<file path="config.mk">
export PLATFORM = sky130hd
export DESIGN_NAME = mem_bus_ctrl_flat
export DESIGN_NICKNAME = d
export VERILOG_FILES = /design/src/rtl/mem_bus_pkg.sv /design/src/rtl/mem_bus_ctrl_if.sv /design/src/rtl/mem_bus_wbuf.sv /design/src/rtl/mem_bus_ctrl.sv /design/src/flat_wrapper.sv
export SDC_FILE = /design/constraint.sdc
export NUM_CORES = 1
export LEC_CHECK = 0
export ABC_AREA = 1
export BUFFER_PORTS_ARGS = -buffer_cell sky130_fd_sc_hd__buf_2
export CAP_MARGIN = 20
export CORE_ASPECT_RATIO = 1.4
export CORE_MARGIN = 2
export CORE_UTILIZATION = 35
export CTS_CLUSTER_SIZE = 20
export DETAILED_ROUTE_END_ITERATION = 8
export PLACE_DENSITY_LB_ADDON = 0.08
export SYNTH_ARGS = -nofsm -noshare
export SYNTH_HDL_FRONTEND = slang
export SYNTH_SLANG_ARGS = --single-unit
</file>
<file path="constraint.sdc">
create_clock -name clk -period 6.4 [get_ports clk]
set_input_delay 1.28 -clock clk [delete_from_list [all_inputs] [get_ports clk]]
set_output_delay 1.28 -clock clk [all_outputs]
set_load 0.02 [all_outputs]
</file>
<file path="src/rtl/mem_bus_pkg.sv">
// mem_bus_pkg -- shared definitions for the data-memory bus controller.
//   FSM state encoding, the all-ones error read value and the default
//   no-ack abort limit.
package mem_bus_pkg;

    localparam logic [1:0] IDLE = 2'd0;
    localparam logic [1:0] WAIT = 2'd1;
    localparam logic [1:0] DONE = 2'd2;

    // Wide enough for any DATA_W up to 64; users take the low DATA_W bits.
    localparam logic [63:0] MEM_BUS_ERR_DATA = '1;

    localparam int MEM_BUS_TIMEOUT_DEF = 15;

endpackage

</file>
<file path="src/rtl/mem_bus_ctrl_if.sv">
// mem_bus_ctrl_if -- req/ack memory-side bus of the data-memory controller.
//   master : controller side (drives mem_addr/mem_wdata/mem_req/mem_we,
//            receives mem_ack/mem_rdata)
//   slave  : memory side
interface mem_bus_ctrl_if #(
    parameter int ADDR_W = 32,
    parameter int DATA_W = 32
);
    logic [ADDR_W-1:0] mem_addr;
    logic [DATA_W-1:0] mem_wdata;
    logic              mem_req;
    logic              mem_we;
    logic              mem_ack;
    logic [DATA_W-1:0] mem_rdata;

    modport master (
        output mem_addr, mem_wdata, mem_req, mem_we,
        input  mem_ack, mem_rdata
    );

    modport slave (
        input  mem_addr, mem_wdata, mem_req, mem_we,
        output mem_ack, mem_rdata
    );
endinterface

</file>
<file path="src/rtl/mem_bus_wbuf.sv">
// mem_bus_wbuf -- one-entry posted-write buffer.
//   clk, rst            : clock, async active-high reset
//   load                : capture load_addr/load_data, set valid
//   clr                 : drop the entry (drain finished); load wins over clr
//   valid, addr, data   : buffered store
module mem_bus_wbuf #(
    parameter int ADDR_W = 32,
    parameter int DATA_W = 32
) (
    input  logic              clk,
    input  logic              rst,
    input  logic              load,
    input  logic              clr,
    input  logic [ADDR_W-1:0] load_addr,
    input  logic [DATA_W-1:0] load_data,
    output logic              valid,
    output logic [ADDR_W-1:0] addr,
    output logic [DATA_W-1:0] data
);
    always_ff @(posedge clk or posedge rst) begin
        if (rst) begin
            valid <= 1'b0;
            addr  <= '0;
            data  <= '0;
        end else if (load) begin
            valid <= 1'b1;
            addr  <= load_addr;
            data  <= load_data;
        end else if (clr) begin
            valid <= 1'b0;
        end
    end
endmodule

</file>
<file path="src/rtl/mem_bus_ctrl.sv">
// mem_bus_ctrl -- data-memory bus controller between the CPU data port and a
// variable-latency req/ack memory.
//   clk, rst   : clock, async active-high reset
//   cpu_*      : core data port (addr, wdata, read, wrt in; rdata, stall out)
//   mem        : memory bus (mem_bus_ctrl_if.master)
//   bus_err    : sticky no-ack abort flag
// Optional: define MEM_BUS_WRITE_BUF_EN to compile in a one-entry posted-write
// buffer so stores complete without stalling the core.
module mem_bus_ctrl
    import mem_bus_pkg::*;
#(
    parameter int ADDR_W  = 32,
    parameter int DATA_W  = 32,
    parameter int TIMEOUT = MEM_BUS_TIMEOUT_DEF
) (
    input  logic              clk,
    input  logic              rst,
    input  logic [ADDR_W-1:0] cpu_addr,
    input  logic [DATA_W-1:0] cpu_wdata,
    input  logic              cpu_read,
    input  logic              cpu_wrt,
    output logic [DATA_W-1:0] cpu_rdata,
    output logic              cpu_stall,
    output logic              bus_err,
    mem_bus_ctrl_if.master    mem
);
    // Abort fires at the edge ending the TIMEOUT-th unacked WAIT cycle.
    localparam logic [7:0] TMO_LAST = 8'(TIMEOUT - 1);

    logic [1:0]        state;
    logic [7:0]        tmo_cnt;
    logic [ADDR_W-1:0] addr_q;
    logic [DATA_W-1:0] wdata_q;
    logic              req_q;
    logic              we_q;
    logic              req;
    logic              tmo_hit;

    assign req     = cpu_read | cpu_wrt;
    assign tmo_hit = (tmo_cnt == TMO_LAST);

    assign mem.mem_addr  = addr_q;
    assign mem.mem_wdata = wdata_q;
    assign mem.mem_req   = req_q;
    assign mem.mem_we    = we_q;

`ifdef MEM_BUS_WRITE_BUF_EN
    logic              wb_valid;
    logic              wb_load;
    logic              wb_clr;
    logic              drain;    // current WAIT/DONE belongs to a buffer drain
    logic [ADDR_W-1:0] wb_addr;
    logic [DATA_W-1:0] wb_data;

    mem_bus_wbuf #(.ADDR_W(ADDR_W), .DATA_W(DATA_W)) u_wbuf (
        .clk       (clk),
        .rst       (rst),
        .load      (wb_load),
        .clr       (wb_clr),
        .load_addr (cpu_addr),
        .load_data (cpu_wdata),
        .valid     (wb_valid),
        .addr      (wb_addr),
        .data      (wb_data)
    );

    // A store is absorbed in IDLE when the buffer is free, or in the DONE of a
    // drain (the slot frees on that same WAIT->DONE edge).
    assign wb_load = ~rst & cpu_wrt &
                     (((state == IDLE) & ~wb_valid) | ((state == DONE) & drain));
    assign wb_clr  = (state == WAIT) & drain & (mem.mem_ack | tmo_hit);

    always_comb begin
        cpu_stall = 1'b0;
        case (state)
            IDLE:    cpu_stall = wb_valid ? req : (cpu_read & ~cpu_wrt);
            WAIT:    cpu_stall = drain ? req : 1'b1;
            // A load held behind a drain issues from the following IDLE.
            DONE:    cpu_stall = drain & cpu_read & ~cpu_wrt;
            default: cpu_stall = 1'b0;
        endcase
        if (rst) cpu_stall = 1'b0;
    end
`else
    always_comb begin
        cpu_stall = 1'b0;
        case (state)
            IDLE:    cpu_stall = req;
            WAIT:    cpu_stall = 1'b1;
            default: cpu_stall = 1'b0;
        endcase
        if (rst) cpu_stall = 1'b0;
    end
`endif

    always_ff @(posedge clk or posedge rst) begin
        if (rst) begin
            state     <= IDLE;
            tmo_cnt   <= '0;
            addr_q    <= '0;
            wdata_q   <= '0;
            req_q     <= 1'b0;
            we_q      <= 1'b0;
            cpu_rdata <= '0;
            bus_err   <= 1'b0;
`ifdef MEM_BUS_WRITE_BUF_EN
            drain     <= 1'b0;
`endif
        end else begin
            case (state)
                IDLE: begin
`ifdef MEM_BUS_WRITE_BUF_EN
                    // Pending buffered store goes out before anything else.
                    if (wb_valid) begin
                        addr_q  <= wb_addr;
                        wdata_q <= wb_data;
                        we_q    <= 1'b1;
                        req_q   <= 1'b1;
                        tmo_cnt <= '0;
                        drain   <= 1'b1;
                        state   <= WAIT;
                    end else
`endif
                    if (req) begin
                        addr_q  <= cpu_addr;
                        wdata_q <= cpu_wdata;
                        we_q    <= cpu_wrt;   // read+write together is a write
                        req_q   <= 1'b1;
                        tmo_cnt <= '0;
                        state   <= WAIT;
`ifdef MEM_BUS_WRITE_BUF_EN
                        drain   <= cpu_wrt;
`endif
                    end
                end
                WAIT: begin
                    if (mem.mem_ack) begin
                        req_q <= 1'b0;
                        if (!we_q) cpu_rdata <= mem.mem_rdata;
                        state <= DONE;
                    end else if (tmo_hit) begin
                        req_q   <= 1'b0;
                        if (!we_q) cpu_rdata <= MEM_BUS_ERR_DATA[DATA_W-1:0];
                        bus_err <= 1'b1;
                        state   <= DONE;
                    end else begin
                        tmo_cnt <= tmo_cnt + 8'd1;
                    end
                end
                DONE:    state <= IDLE;
                default: state <= IDLE;
            endcase
        end
    end
endmodule

</file>
<file path="src/flat_wrapper.sv">
// flat-port wrapper written by rule: the top's interface ports become plain ports
module mem_bus_ctrl_flat import mem_bus_pkg::*;
#(
    parameter int ADDR_W  = 32,
    parameter int DATA_W  = 32,
    parameter int TIMEOUT = MEM_BUS_TIMEOUT_DEF
)
  (clk, rst, cpu_addr, cpu_wdata, cpu_read, cpu_wrt, cpu_rdata, cpu_stall, bus_err, mem_mem_addr, mem_mem_wdata, mem_mem_req, mem_mem_we, mem_mem_ack, mem_mem_rdata);
  mem_bus_ctrl_if #(.ADDR_W(ADDR_W), .DATA_W(DATA_W)) mem_i ();
  input  logic clk;
  input  logic rst;
  input  logic [ADDR_W-1:0] cpu_addr;
  input  logic [DATA_W-1:0] cpu_wdata;
  input  logic cpu_read;
  input  logic cpu_wrt;
  output logic [DATA_W-1:0] cpu_rdata;
  output logic cpu_stall;
  output logic bus_err;
  output wire logic [$bits(mem_i.mem_addr)-1:0] mem_mem_addr;
  output wire logic [$bits(mem_i.mem_wdata)-1:0] mem_mem_wdata;
  output wire logic [$bits(mem_i.mem_req)-1:0] mem_mem_req;
  output wire logic [$bits(mem_i.mem_we)-1:0] mem_mem_we;
  input wire logic [$bits(mem_i.mem_ack)-1:0] mem_mem_ack;
  input wire logic [$bits(mem_i.mem_rdata)-1:0] mem_mem_rdata;
  assign mem_mem_addr = mem_i.mem_addr;
  assign mem_mem_wdata = mem_i.mem_wdata;
  assign mem_mem_req = mem_i.mem_req;
  assign mem_mem_we = mem_i.mem_we;
  assign mem_i.mem_ack = mem_mem_ack;
  assign mem_i.mem_rdata = mem_mem_rdata;
  mem_bus_ctrl #(.ADDR_W(ADDR_W), .DATA_W(DATA_W), .TIMEOUT(TIMEOUT)) u_core (.clk(clk), .rst(rst), .cpu_addr(cpu_addr), .cpu_wdata(cpu_wdata), .cpu_read(cpu_read), .cpu_wrt(cpu_wrt), .cpu_rdata(cpu_rdata), .cpu_stall(cpu_stall), .bus_err(bus_err), .mem(mem_i));
endmodule
</file>
==> results.yml <==
status:
  status: "finished, final reports clean"
placed_design:
  placed_area_mm2: 0.00581
  hpwl_mm: 8.33
  pre_cts_ws_ns: 2.46
  place_congestion: 0.819
  post-place-cells: 907
  numPortBuffers: 200
route:
  vias: 4219
  ant_nets: 0
  vias_per_cell: 4.57
  drcViolationCount: 0
  drt_iter0_markers: 173
  wirelength_mm: 12.4
  wl_per_cell_um: 13.4
  drt_pre_antenna_iters: 4
logic_synthesis:
  synthDistinctLibCells: 23
  synth_cells: 551
  synth_xor_area_share_pct: 0
  ys_seq_area_share_pct: 58.0
  synth_top_area_share_pct: 58.0
  synth-seq-cells: 109
  syn_avg_cell_area_um2: 8.53
  syn_area_mm2: 0.00470
  yosys.area.top_type: "dfrtp_1"
  synthMuxAreaShare_pct: 0
  synth_fp_nets: 654
  yosys_warnings: 0
  synth_top_family_by_area: "simple AND/OR/NAND/NOR gates"
  yosys.area_share.simple_pct: 34.8
  synth_compound_area_share_pct: 2.08
  synth_area_leaders: "dfrtp_1 58%, nand2_1 23%, nand4_1 4.3%, or2_2 4.3%, nor2_1 1.4%"
  synth-adder-area-share_pct: 0.532
layout:
  final_cell_mix: "286 x nand2_1, 200 x buf_2, 109 x dfrtp_1"
  final_util_pct: 46.2
  diodes: 0
  syn_to_final_growth_pct: 30.5
  stdcell_count: 923
  final_cell_area_mm2: 0.00613
  fin_nets: 839
  layout-drive-gt1-share_pct: 35.5
  final_common_cell: "nand2_1"
sta:
  fin_worst_skew_ns: 0.00874
  fin_crit_sh_pct: 61.3
  fin_tns_setup_ns: 0
  rsz0062_at_grt: "false"
  relSlewSlack_pct: 44.4
  max_freq_mhz: 255
  setup_slack_ns: 2.48
  hold_viol: 0
  worst_pin_slew_ns: 0.831
  period_minus_slack_ns: 3.92
  hold_ws_ns: 0.467
  slew_violations: 0
  setup_viol: 0
critical_path:
  worstPathArrival_ns: 2.64
  critPathMaxFanout: 73
  endpoint_kind: "output port"
  worst_setup_path_start_kind: "input port"
  crit_type: "in2out"
  worstPathRequired_ns: 5.12
clock_network:
  cts_max_level: 3
  cts.sinks: 109
  clock_path_buffers: 2
  cts-root-buf: "clkbuf_16"
  clk_latency_ns: 0.35
  hold_buffers: 0
  cts_tree: "built"
  cts_setup_buffers: 0
  clk_pin_slew_ns: 0.08
  numCtsBuffers: 9
  cts_resized: 0
power_and_ir_drop:
  p_per_area_mw_per_mm2: 526
  ir_worst_vdd_v: 0.000194
  power.leakage_nw: 3.47
  total_power_mw: 3.23
global_route:
  grt_max_degree: 74
  grt_antenna_before_repair: 0
  grt_pass1_vias: 3977
  grt_pass1_wl_mm: 20.0
  grt.total_usage_pct: 17.3
  grt.overflow.total: 0
floorplanning:
  rows: 50
  initial_core_util_pct: 35.4
  die_w_um: 102
  dieArea_mm2: 0.0144
  boundaryPins: 201
  coreArea_mm2: 0.0133
  die_h_um: 141
min_path:
  holdCritPathClass: "reg2reg"
flow_run:
  cap_violations: 0
[cell type report]
cell class                 instances  area, um2
tap                              182        228
fill                            1366       7130
multi-input combinational        399       1770
clock buffer                      10        229
sequential                       109       2730
timing repair buffer             205       1040
clock inverter                     6       93.8
inverter                          12       47.5
[cells in the mapped netlist]
| library cell | instances |
|---|---|
| o21ai_2 | 3 |
| buf_4 | 3 |
| nor2_1 | 18 |
| nand3_2 | 1 |
| nand3_4 | 1 |
| dfrtp_1 | 109 |
| buf_2 | 8 |
| o21bai_4 | 1 |
| inv_1 | 10 |
| o21ai_0 | 4 |
| clkbuf_1 | 16 |
| or2_2 | 32 |
| nor3_1 | 1 |
| buf_6 | 4 |
| nand2_2 | 2 |
| inv_2 | 1 |
| clkinv_1 | 1 |
| nand2_1 | 286 |
| nand4_1 | 32 |
| nand3_1 | 10 |
| ha_1 | 2 |
| a21o_1 | 1 |
| a21oi_1 | 5 |
[where the power goes]
group          switching (mW)  internal (mW)  leakage, nW
Combinational            1.01          0.437         1.97
Sequential              0.167           1.01         1.34
Clock                   0.259          0.348        0.159
Total                    1.43           1.79         3.47
[registers in the layout, indices dropped and copies added (netlist names)]
name	flops
u_core.mem.mem_addr	32
u_core.mem.mem_we	1
u_core.mem.mem_wdata	32
u_core.bus_err	1
u_core.state	2
u_core.tmo_cnt	8
u_core.mem.mem_req	1
u_core.cpu_rdata	32
[worst paths after layout]
path | startpoint | endpoint | slack, ns | depth (start not counted)
max | cpu_wrt | cpu_stall | 2.48 | 7
min | u_core.cpu_rdata[15] | u_core.cpu_rdata[15] | 0.47 | 2
max reg2reg | u_core.tmo_cnt[0] | u_core.cpu_rdata[11] | 3.86 | 7
min reg2reg | u_core.cpu_rdata[15] | u_core.cpu_rdata[15] | 0.47 | 2
max in group asynchronous | rst | u_core.mem.mem_addr[19] | 4.14 | 3
min in group asynchronous | rst | u_core.mem.mem_wdata[18] | 1.02 | 2
[layer usage]
layer	part of all wire [%]	wire length [um]	track usage (%)	vias up
met5	0	0	0	-
met2	48	5990	27.9	150
li1	-	-	-	2090
met3	8.5	1050	5.90	5
met1	42	5240	22.2	1974
met4	0.60	74	4.77	0
[critical path, stage by stage]
cell and delay, ns:
buf_2 0.10, nor2_1 0.20, nor2_4 0.07, inv_2 0.04
buf_4 0.57, a21oi_1 0.14, buf_2 0.20
[cell families after synthesis]
group	count (synthesis)
AOI/OAI and AO/OA	14
buffers and inverters	43
and+or+nand+nor	383
DFF	109
adders and majority gates	2
No activity file was read; power rests on OpenSTA's default activity.
